**src/rtl/lock_entry_controller.sv**
```systemverilog
// lock_entry_controller: sequences keypad code bits into the serial-code lock
// core, then judges the attempt from the core's unlocked flag. It also handles
// the entry timeout, consecutive-failure counting, the timed lockout with
// alarm, and relocking the door.
//
// Build option: define LOCK_AUTO_RELOCK_EN to make OPEN also time out after
// OPEN_CYCLES. Without it, OPEN is held until a manual relock.
//
// Handshake: inputs are level-sampled on the rising edge. A bit is taken when
// key_valid=1 in IDLE/ENTRY and is presented to the core as a one-cycle
// core_step with core_x on the next cycle. There is no backpressure. Bits
// offered in other states are dropped silently.
//
// dbg_state exposes the FSM state (IDLE=0 ENTRY=1 SETTLE=2 CHECK=3 OPEN=4
// LOCKOUT=5) so that checkers can bind to it.
module lock_entry_controller #(
    parameter int MAX_BITS       = 16,
    parameter int ENTRY_TIMEOUT  = 1000,
    parameter int OPEN_CYCLES    = 5000,
    parameter int MAX_FAILS      = 3,
    parameter int LOCKOUT_CYCLES = 10000,
    parameter int TW             = 16
) (
    input  logic       clk,
    input  logic       reset,
    input  logic       key_valid,
    input  logic       key_bit,
    input  logic       enter,
    input  logic       relock,
    input  logic       core_unlocked,
    output logic       core_x,
    output logic       core_step,
    output logic       core_clr,
    output logic       unlock,
    output logic       alarm,
    output logic [1:0] fail_cnt,
    output logic [2:0] dbg_state
);

    localparam int              BCW        = $clog2(MAX_BITS + 1);
    localparam logic [BCW-1:0]  BITS_MAX   = BCW'(MAX_BITS);
    localparam logic [TW-1:0]   ENTRY_LAST = TW'(ENTRY_TIMEOUT - 1);
    localparam logic [TW-1:0]   LOCK_LAST  = TW'(LOCKOUT_CYCLES - 1);
`ifdef LOCK_AUTO_RELOCK_EN
    localparam logic [TW-1:0]   OPEN_LAST  = TW'(OPEN_CYCLES - 1);
`endif
    localparam logic [1:0]      FAILS_MAX  = 2'(MAX_FAILS);
    localparam logic [1:0]      FAILS_LAST = 2'(MAX_FAILS - 1);

    // The timer and the 2-bit fail counter only work for parameters in range.
    if (MAX_FAILS < 1 || MAX_FAILS > 3 || MAX_BITS < 1 ||
        ENTRY_TIMEOUT < 1 || ENTRY_TIMEOUT >= (1 << TW) ||
        OPEN_CYCLES < 1 || OPEN_CYCLES >= (1 << TW) ||
        LOCKOUT_CYCLES < 1 || LOCKOUT_CYCLES >= (1 << TW)) begin : g_param_check
        $error("lock_entry_controller: parameter out of range");
    end

    typedef enum logic [2:0] {
        S_IDLE    = 3'd0,
        S_ENTRY   = 3'd1,
        S_SETTLE  = 3'd2,
        S_CHECK   = 3'd3,
        S_OPEN    = 3'd4,
        S_LOCKOUT = 3'd5
    } state_t;

    state_t         state_q, state_d;
    logic [TW-1:0]  timer_q, timer_d;
    logic [BCW-1:0] bit_cnt_q, bit_cnt_d;
    logic           force_fail_q, force_fail_d;
    logic [1:0]     fail_cnt_q, fail_cnt_d;
    logic           core_x_q, core_x_d;
    logic           core_step_q, core_step_d;
    logic           core_clr_q, core_clr_d;
    logic           timer_reload;

    // State, counters and core-facing pulses. The core shares this reset, so
    // reset issues no core_clr.
    always_ff @(posedge clk or negedge reset) begin
        if (!reset) begin
            state_q      <= S_IDLE;
            timer_q      <= '0;
            bit_cnt_q    <= '0;
            force_fail_q <= 1'b0;
            fail_cnt_q   <= 2'd0;
            core_x_q     <= 1'b0;
            core_step_q  <= 1'b0;
            core_clr_q   <= 1'b0;
        end else begin
            state_q      <= state_d;
            timer_q      <= timer_d;
            bit_cnt_q    <= bit_cnt_d;
            force_fail_q <= force_fail_d;
            fail_cnt_q   <= fail_cnt_d;
            core_x_q     <= core_x_d;
            core_step_q  <= core_step_d;
            core_clr_q   <= core_clr_d;
        end
    end

    // Next-state, bit gating, attempt judgement and timer control.
    always_comb begin
        state_d      = state_q;
        bit_cnt_d    = bit_cnt_q;
        force_fail_d = force_fail_q;
        fail_cnt_d   = fail_cnt_q;
        core_x_d     = 1'b0;
        core_step_d  = 1'b0;
        timer_reload = 1'b0;
        core_clr_d   = 1'b0;
        timer_d      = '0;

        case (state_q)
            S_IDLE: begin
                if (key_valid) begin
                    core_step_d = 1'b1;
                    core_x_d    = key_bit;
                    bit_cnt_d   = BCW'(1);
                    state_d     = enter ? S_SETTLE : S_ENTRY;
                end
            end
            S_ENTRY: begin
                if (key_valid) begin
                    timer_reload = 1'b1;
                    if (bit_cnt_q == BITS_MAX) begin
                        // An over-long code can never be correct.
                        force_fail_d = 1'b1;
                    end else begin
                        core_step_d = 1'b1;
                        core_x_d    = key_bit;
                        bit_cnt_d   = bit_cnt_q + BCW'(1);
                    end
                end
                if (enter) begin
                    state_d = S_SETTLE;
                end else if (!key_valid && timer_q == ENTRY_LAST) begin
                    force_fail_d = 1'b1;
                    state_d      = S_SETTLE;
                end
            end
            S_SETTLE: begin
                state_d = S_CHECK;
            end
            S_CHECK: begin
                if (core_unlocked && !force_fail_q) begin
                    fail_cnt_d = 2'd0;
                    state_d    = S_OPEN;
                end else if (fail_cnt_q == FAILS_LAST) begin
                    fail_cnt_d = FAILS_MAX;
                    state_d    = S_LOCKOUT;
                end else begin
                    fail_cnt_d = fail_cnt_q + 2'd1;
                    state_d    = S_IDLE;
                end
            end
            S_OPEN: begin
                if (relock) begin
                    state_d = S_IDLE;
                end
`ifdef LOCK_AUTO_RELOCK_EN
                else if (timer_q == OPEN_LAST) begin
                    state_d = S_IDLE;
                end
`endif
            end
            S_LOCKOUT: begin
                if (timer_q == LOCK_LAST) begin
                    fail_cnt_d = 2'd0;
                    state_d    = S_IDLE;
                end
            end
            default: begin
                state_d = S_IDLE;
            end
        endcase

        // Any return to IDLE restarts the core and the attempt bookkeeping.
        if (state_d == S_IDLE && state_q != S_IDLE) begin
            core_clr_d   = 1'b1;
            bit_cnt_d    = '0;
            force_fail_d = 1'b0;
        end

        if (state_d != state_q || timer_reload) begin
            timer_d = '0;
        end else begin
            timer_d = timer_q + TW'(1);
        end
    end

    assign core_x    = core_x_q;
    assign core_step = core_step_q;
    assign core_clr  = core_clr_q;
    assign unlock    = (state_q == S_OPEN);
    assign alarm     = (state_q == S_LOCKOUT);
    assign fail_cnt  = fail_cnt_q;
    assign dbg_state = state_q;

endmodule

```
**config.mk**
```make
export PLATFORM = sky130hd
export DESIGN_NAME = lock_entry_controller
export DESIGN_NICKNAME = d
export VERILOG_FILES = /design/src/rtl/lock_entry_controller.sv
export SDC_FILE = /design/constraint.sdc
export NUM_CORES = 1
export LEC_CHECK = 0
export CAP_MARGIN = 20
export CORE_ASPECT_RATIO = 0.9
export CORE_MARGIN = 2
export CORE_UTILIZATION = 41
export DETAILED_ROUTE_END_ITERATION = 10
export PLACE_DENSITY_LB_ADDON = 0.1
export SYNTH_ARGS = -nofsm -noshare
export SYNTH_HDL_FRONTEND = slang
export SYNTH_SLANG_ARGS = --single-unit
```
**constraint.sdc**
```tcl
create_clock -name clk -period 2 [get_ports clk]
set_input_delay 0.2 -clock clk [delete_from_list [all_inputs] [get_ports clk]]
set_output_delay 0.2 -clock clk [all_outputs]
set_load 0.01 [all_outputs]
```
== Word level (Yosys, flattened, before mapping) ==
Cells that the tools add are included.
Storage, ports and cells
  flip-flop bits (word level): 30
  input bits: 7
  output and inout port bits: 10
  logic and storage cells: 74
Cells by class
  add/subtract/negate cells: 3
  equal/unequal tests: 14
  muxes and demuxes: 35
  reduce and logical (&&, ||, !) cells: 14
Operators by type and width (number)
  $mux 3: 7
  $mux 5: 4
  $pmux 3 s6: 1
  $add 16x1->16 const B: 1
  $eq 16x10->1 const B: 1
  $eq 16x14->1 const B: 1
  $mux 16: 1
  $mux 1: 14
  $pmux 5 s2: 1
  $ne 3x3->1 const B: 3
  $mux 2: 4
  $eq 3x2->1 const B: 2
  $eq 3x3->1 const B: 2
  $logic_not 3->1: 2
  $reduce_bool 3->1: 2
  $add 5x1->5 const B: 1
  $eq 5x5->1 const B: 1
  $pmux 1 s2: 2
  $pmux 2 s2: 1
  $reduce_and 4->1: 1
  $reduce_bool 2->1: 2
  $eq 3x1->1 const B: 1
  $logic_and 1x1->1: 3
  $ne 3x3->1: 1
  other kinds (6): 7

== Depth between registers and ports, before layout ==
  depth in word-level cells: 9
  mapped depth: 7
  gate-level depth less buffers: 7

== Least setup slack after synthesis ==
Ideal clock, no wire load.
  path kind: register to register
  start: reg timer_q[4]
  end: reg fail_cnt_q[0] (netlist: fail_cnt[0])
  library setup time: 128 ps
  arrival: 1962 ps
  required time: 1872 ps
  slack: -90 ps
  stages on the path, launching flop included: 6
  path buffers: 0
  period minus slack after synthesis: 2090 ps
  path through: dfrtp_1 or4_1 or3_4 nor4_1 o21ai_1 mux2_1
On the way
  longest elaborated chain between the ends: 3
Ends and longest elaborated chain
  start: declaration: line 68  | logic [TW-1:0] timer_q, timer_d;
  start signal: assignment: line 91  | timer_q <= timer_d;
  $eq 16x14->1: line 167  | if (timer_q == LOCK_LAST) begin
  $ne 2x1->1 (no line)
  $reduce_and 2->1 (no line)
  end signal: assignment: line 94  | fail_cnt_q <= fail_cnt_d;
  end: declaration: line 71  | logic [1:0] fail_cnt_q, fail_cnt_d;
Every way passes these cells.
A chain may end at the register's enable or synchronous reset.

== Worst setup path after layout ==
  start: reg timer_q[4]
  end: reg timer_q[3]
On the way
  longest elaborated chain between the ends: 8
  elaborated cells on any way between the ends: 10
  classes of those cells: eq/ne: 3; mux: 5; reduce/logical: 2
Ends and longest elaborated chain
  $eq 16x10->1: line 136  | end else if (!key_valid && timer_q == ENTRY_LAST) begin
  $logic_and 1x1->1: line 136
  $mux 3: line 136
  $mux 3: line 134  | if (enter) begin
  $pmux 3 s6 (*): line 113  | case (state_q)
  $ne 3x3->1 (*): line 184  | if (state_d != state_q || timer_reload) begin
  $logic_or 1x1->1 (*): line 184
  $mux 16 (*): line 184
  net timer_d[3]: line 68
Mark *: on every way through the listed nets, which the timed path passes. The rest lies on a longest branch.

==> summary.md <==
| Metric | Value |
|---|---|
| Result of the run | `finished, violations left` |
| Violated checks | `setup timing` |
| Via count of the first global-routing pass | `1365` |
| Highest ir drop seen on vdd | `0.000365 V` |
| Post-layout util | `0.577` |
| Die boundary width | `70.9 um` |
| Smallest setup slack after layout | `-0.0957 ns` |
| First-iteration detailed-routing DRC count | `37` |
| Tightest Pin Transition | `0.503 ns` |
| Post-synthesis cell type with the largest combined area | `dfrtp_1` |
| Power density normalized to cell area | `1150 mW/mm^2` |
| Final Max Slew Viols | `0` |
| Clock-pin slew reported for the worst setup and hold paths after clock tree synthesis | `0.07 ns` |
| Sequential fraction of the synthesis area | `0.455` |
| Initial cell density of the core | `0.437` |
| # port buffers | `16` |
| Vias per cell | `5.33` |
| Ys flop type | `dfrtp_1` |
| DRC violations left | `0` |
| Cell total after placement | `241` |
| Clock buffers created by TritonCTS | `5` |
| Pleak | `0.949 nW` |
| Maximum number of pins on one net before global-route repair | `31` |
| Insertion delay of the later-clocked pin in the worst-skew pair | `0.28 ns` |
| Critical path startpoint | `timer_q[4]` |
| Number of max-cap violations | `0` |
| Site row count | `21` |
| IO Pins | `17` |
| Number of buffers between clock root and the deepest sink | `2` |
| FFs w/ async S/R, synth | `1.00` |
| Yosys warning total | `0` |
| Post-detailed-routing wire length | `3.71 mm` |
| Comb power frac | `0.441` |
| Headroom to the max-slew limit | `0.660` |
| Root buffer cell | `clkbuf_8` |
| Arrival time worst endpoint | `2.26 ns` |
| Wire length of the first global-routing pass | `6.47 mm` |
| Vias post-DR | `1339` |
| Req. time, crit path | `2.17 ns` |
| Reg power frac | `0.311` |
| Total track usage | `0.185` |
| Remaining number of nets flagged by the antenna check after routing | `0` |
| Avg WL per Cell | `14.8 um` |
| Clock tree from TritonCTS | `done` |
| Synthesized area per cell | `9.89 sq um` |
| Synthesis-stage register bit count | `30` |
| Switching power summed over all nets | `0.863 mW` |
| Achievable clock frequency | `477 MHz` |
| Post-synth net total | `178` |
| Final layout net count | `216` |
| Most used standard cells in the synthesized netlist | `dfrtp_1, nor2_1, nand2_1` |
| Fraction of layout instances using a drive strength above 1 | `0.229` |
| Count of endpoints failing setup in the final report | `23` |
| Antenna diode count | `0` |
| Setup repair after global routing missed its margin | `true` |
| Share of the clock period used by the worst path after layout | `1.05` |
| Final weighted congestion in routability-driven placement | `0.847` |
| Internal Pwr Total | `1.65 mW` |
| Category of the critical setup timing path | `register to register` |
| Type of destination of the critical path | `register` |
| Final cell area excluding filler cells | `0.00218 sq mm` |
| Sw Ratio | `0.344` |
| Distinct cell type count after synthesis | `46` |
| CORE AREA | `0.00378 sq mm` |
| H-tree levels | `2` |
| Footprint of the multi-input gates | `918 sq um` |
| Most repeated cell in the gate-level netlist after synthesis | `dfrtp_1` |
| Class of the tightest hold or removal check | `input pin to async pin` |
| Clock sink count | `30` |
| Layout Area Growth over Synthesis | `32.2%` |
| Layout Skew | `0.00617 ns` |
| Largest cells by area after synthesis | `dfrtp_1, nor2_1, xor2_1` |
| Antenna violations before repair | `0` |
| Synthesized cell area | `0.00165 sq mm` |
| Area fraction of the dominant cell type after synthesis | `0.455` |
| Register area | `751 sq um` |
| Router iterations before antenna repair | `4` |
| Reg-to-reg setup timing slack | `-0.1 ns` |
| Setup crit start kind | `register` |
| Fill cells | `330` |
| Filler-free cell count of the finished design | `251` |
| Final Hold Fails | `0` |
| Number of synthesized flops with an enable pin | `0` |
| Worst setup slack before clock tree synthesis | `-0.221 ns` |
| Floorplan die height | `64.2 um` |
| Maximum fanout along the worst path | `16` |
| Area of the die | `0.00455 sq mm` |
| Grt total ovfl | `0` |
| Cells after synthesis | `167` |
| Clock network fraction of total power | `0.248` |
| Half-perimeter wire length after detailed placement | `2.64 mm` |
| Clock period minus worst slack | `2.10 ns` |
| FF-to-FF Start | `timer_q[4]` |
| Cell area reported after detailed placement | `0.00197 sq mm` |
cells by family (layout without fill, tap and decap cells):
group	count (synthesis)	in the layout	share of synthesized area
AOI/OAI and AO/OA	20	20	0.0947
xor gates and xnor gates	17	17	0.0901
adders and majority gates	4	4	0.0303
buffers and inverters	11	49	0.0424
DFF	30	30	0.455
muxes	2	2	0.0136
and+or+nand+nor	83	83	0.274
stage by stage:
stage | hold slack, ns | TNS, ns | power (mW)
after global placement | 0.451 | -0.881 | 1.73
after floorplan | -0.0956 | -0.662 | 1.39
after global routing | 0.355 | -3.97 | 2.67
after CTS | 0.318 | -2.21 | 2.49
final | 0.305 | -1.90 | 2.51
after detailed placement | 0.456 | -2.54 | 1.77
area by class of cell:
type | count | area share
repair buffers | 35 | 0.146
multi-input cells | 126 | 0.421
well taps | 46 | 0.0264
clock buffers | 6 | 0.0378
flip-flops and latches | 30 | 0.344
clock inverters | 1 | 0.0138
inverters | 7 | 0.0120
final timing paths:
| path | endpoint | cells after the start |
|---|---|---|
| min reg2reg | timer_q[0] | 1 |
| min in group clk | timer_q[0] | 1 |
| min | timer_q[5] | 2 |
| max | timer_q[3] | 6 |
| max reg2reg | timer_q[3] | 6 |
| max in group asynchronous | force_fail_q | 2 |
power groups by stage:
stage                     sequential (mW)  clock (mW)  combinational, mW
final                               0.781       0.621               1.11
after global routing                0.799       0.663               1.21
after CTS                           0.782       0.635               1.08
after detailed placement            0.792           0              0.976
after global placement              0.787           0              0.942
after floorplan                     0.818           0              0.574
routing by layer:
metal / global-route usage / share of wire
met5: 0 / 0
met3: 0.0489 / 0.040
met2: 0.290 / 0.48
met4: 0.0896 / 0.021
met1: 0.236 / 0.46
worst max-delay path, stage by stage (launching register included):
cell and delay, ns:
dfrtp_1 0.39, or4_4 0.54, or3_4 0.41, nor4b_4 0.29
a211o_2 0.17, buf_12 0.14, nor2_1 0.05
what timing repair did:
action                     CTS  global route
pin swaps                    6             3
hold buffers                 0             0
gates resized for setup     10             6
buffers inserted             4             0
setup endpoints to repair   26            28
cloned                       0             0
cell usage in the layout (no fill, tap or decap), types with 4 or more instances in the layout:
| master | instances |
|---|---|
| dfrtp_1 | 30 |
| nor2_1 | 25 |
| buf_4 | 17 |
| clkdlybuf4s50_1 | 15 |
| nand2_1 | 11 |
| xor2_1 | 10 |
| nand3_1 | 8 |
| inv_1 | 7 |
| xnor2_1 | 7 |
| clkbuf_8 | 6 |
| and3_1 | 5 |
| nand4_1 | 4 |
| nor3_1 | 4 |
| a21oi_1 | 4 |
| ha_1 | 4 |
sequential cells by signal, summed over array words and instances, names as in the netlist:
| name | count |
|---|---|
| core_x | 1 |
| core_clr | 1 |
| timer_q | 16 |
| dbg_state | 3 |
| fail_cnt | 2 |
| bit_cnt_q | 5 |
| force_fail_q | 1 |
| core_step | 1 |
Power figures use the tool's default switching activity.
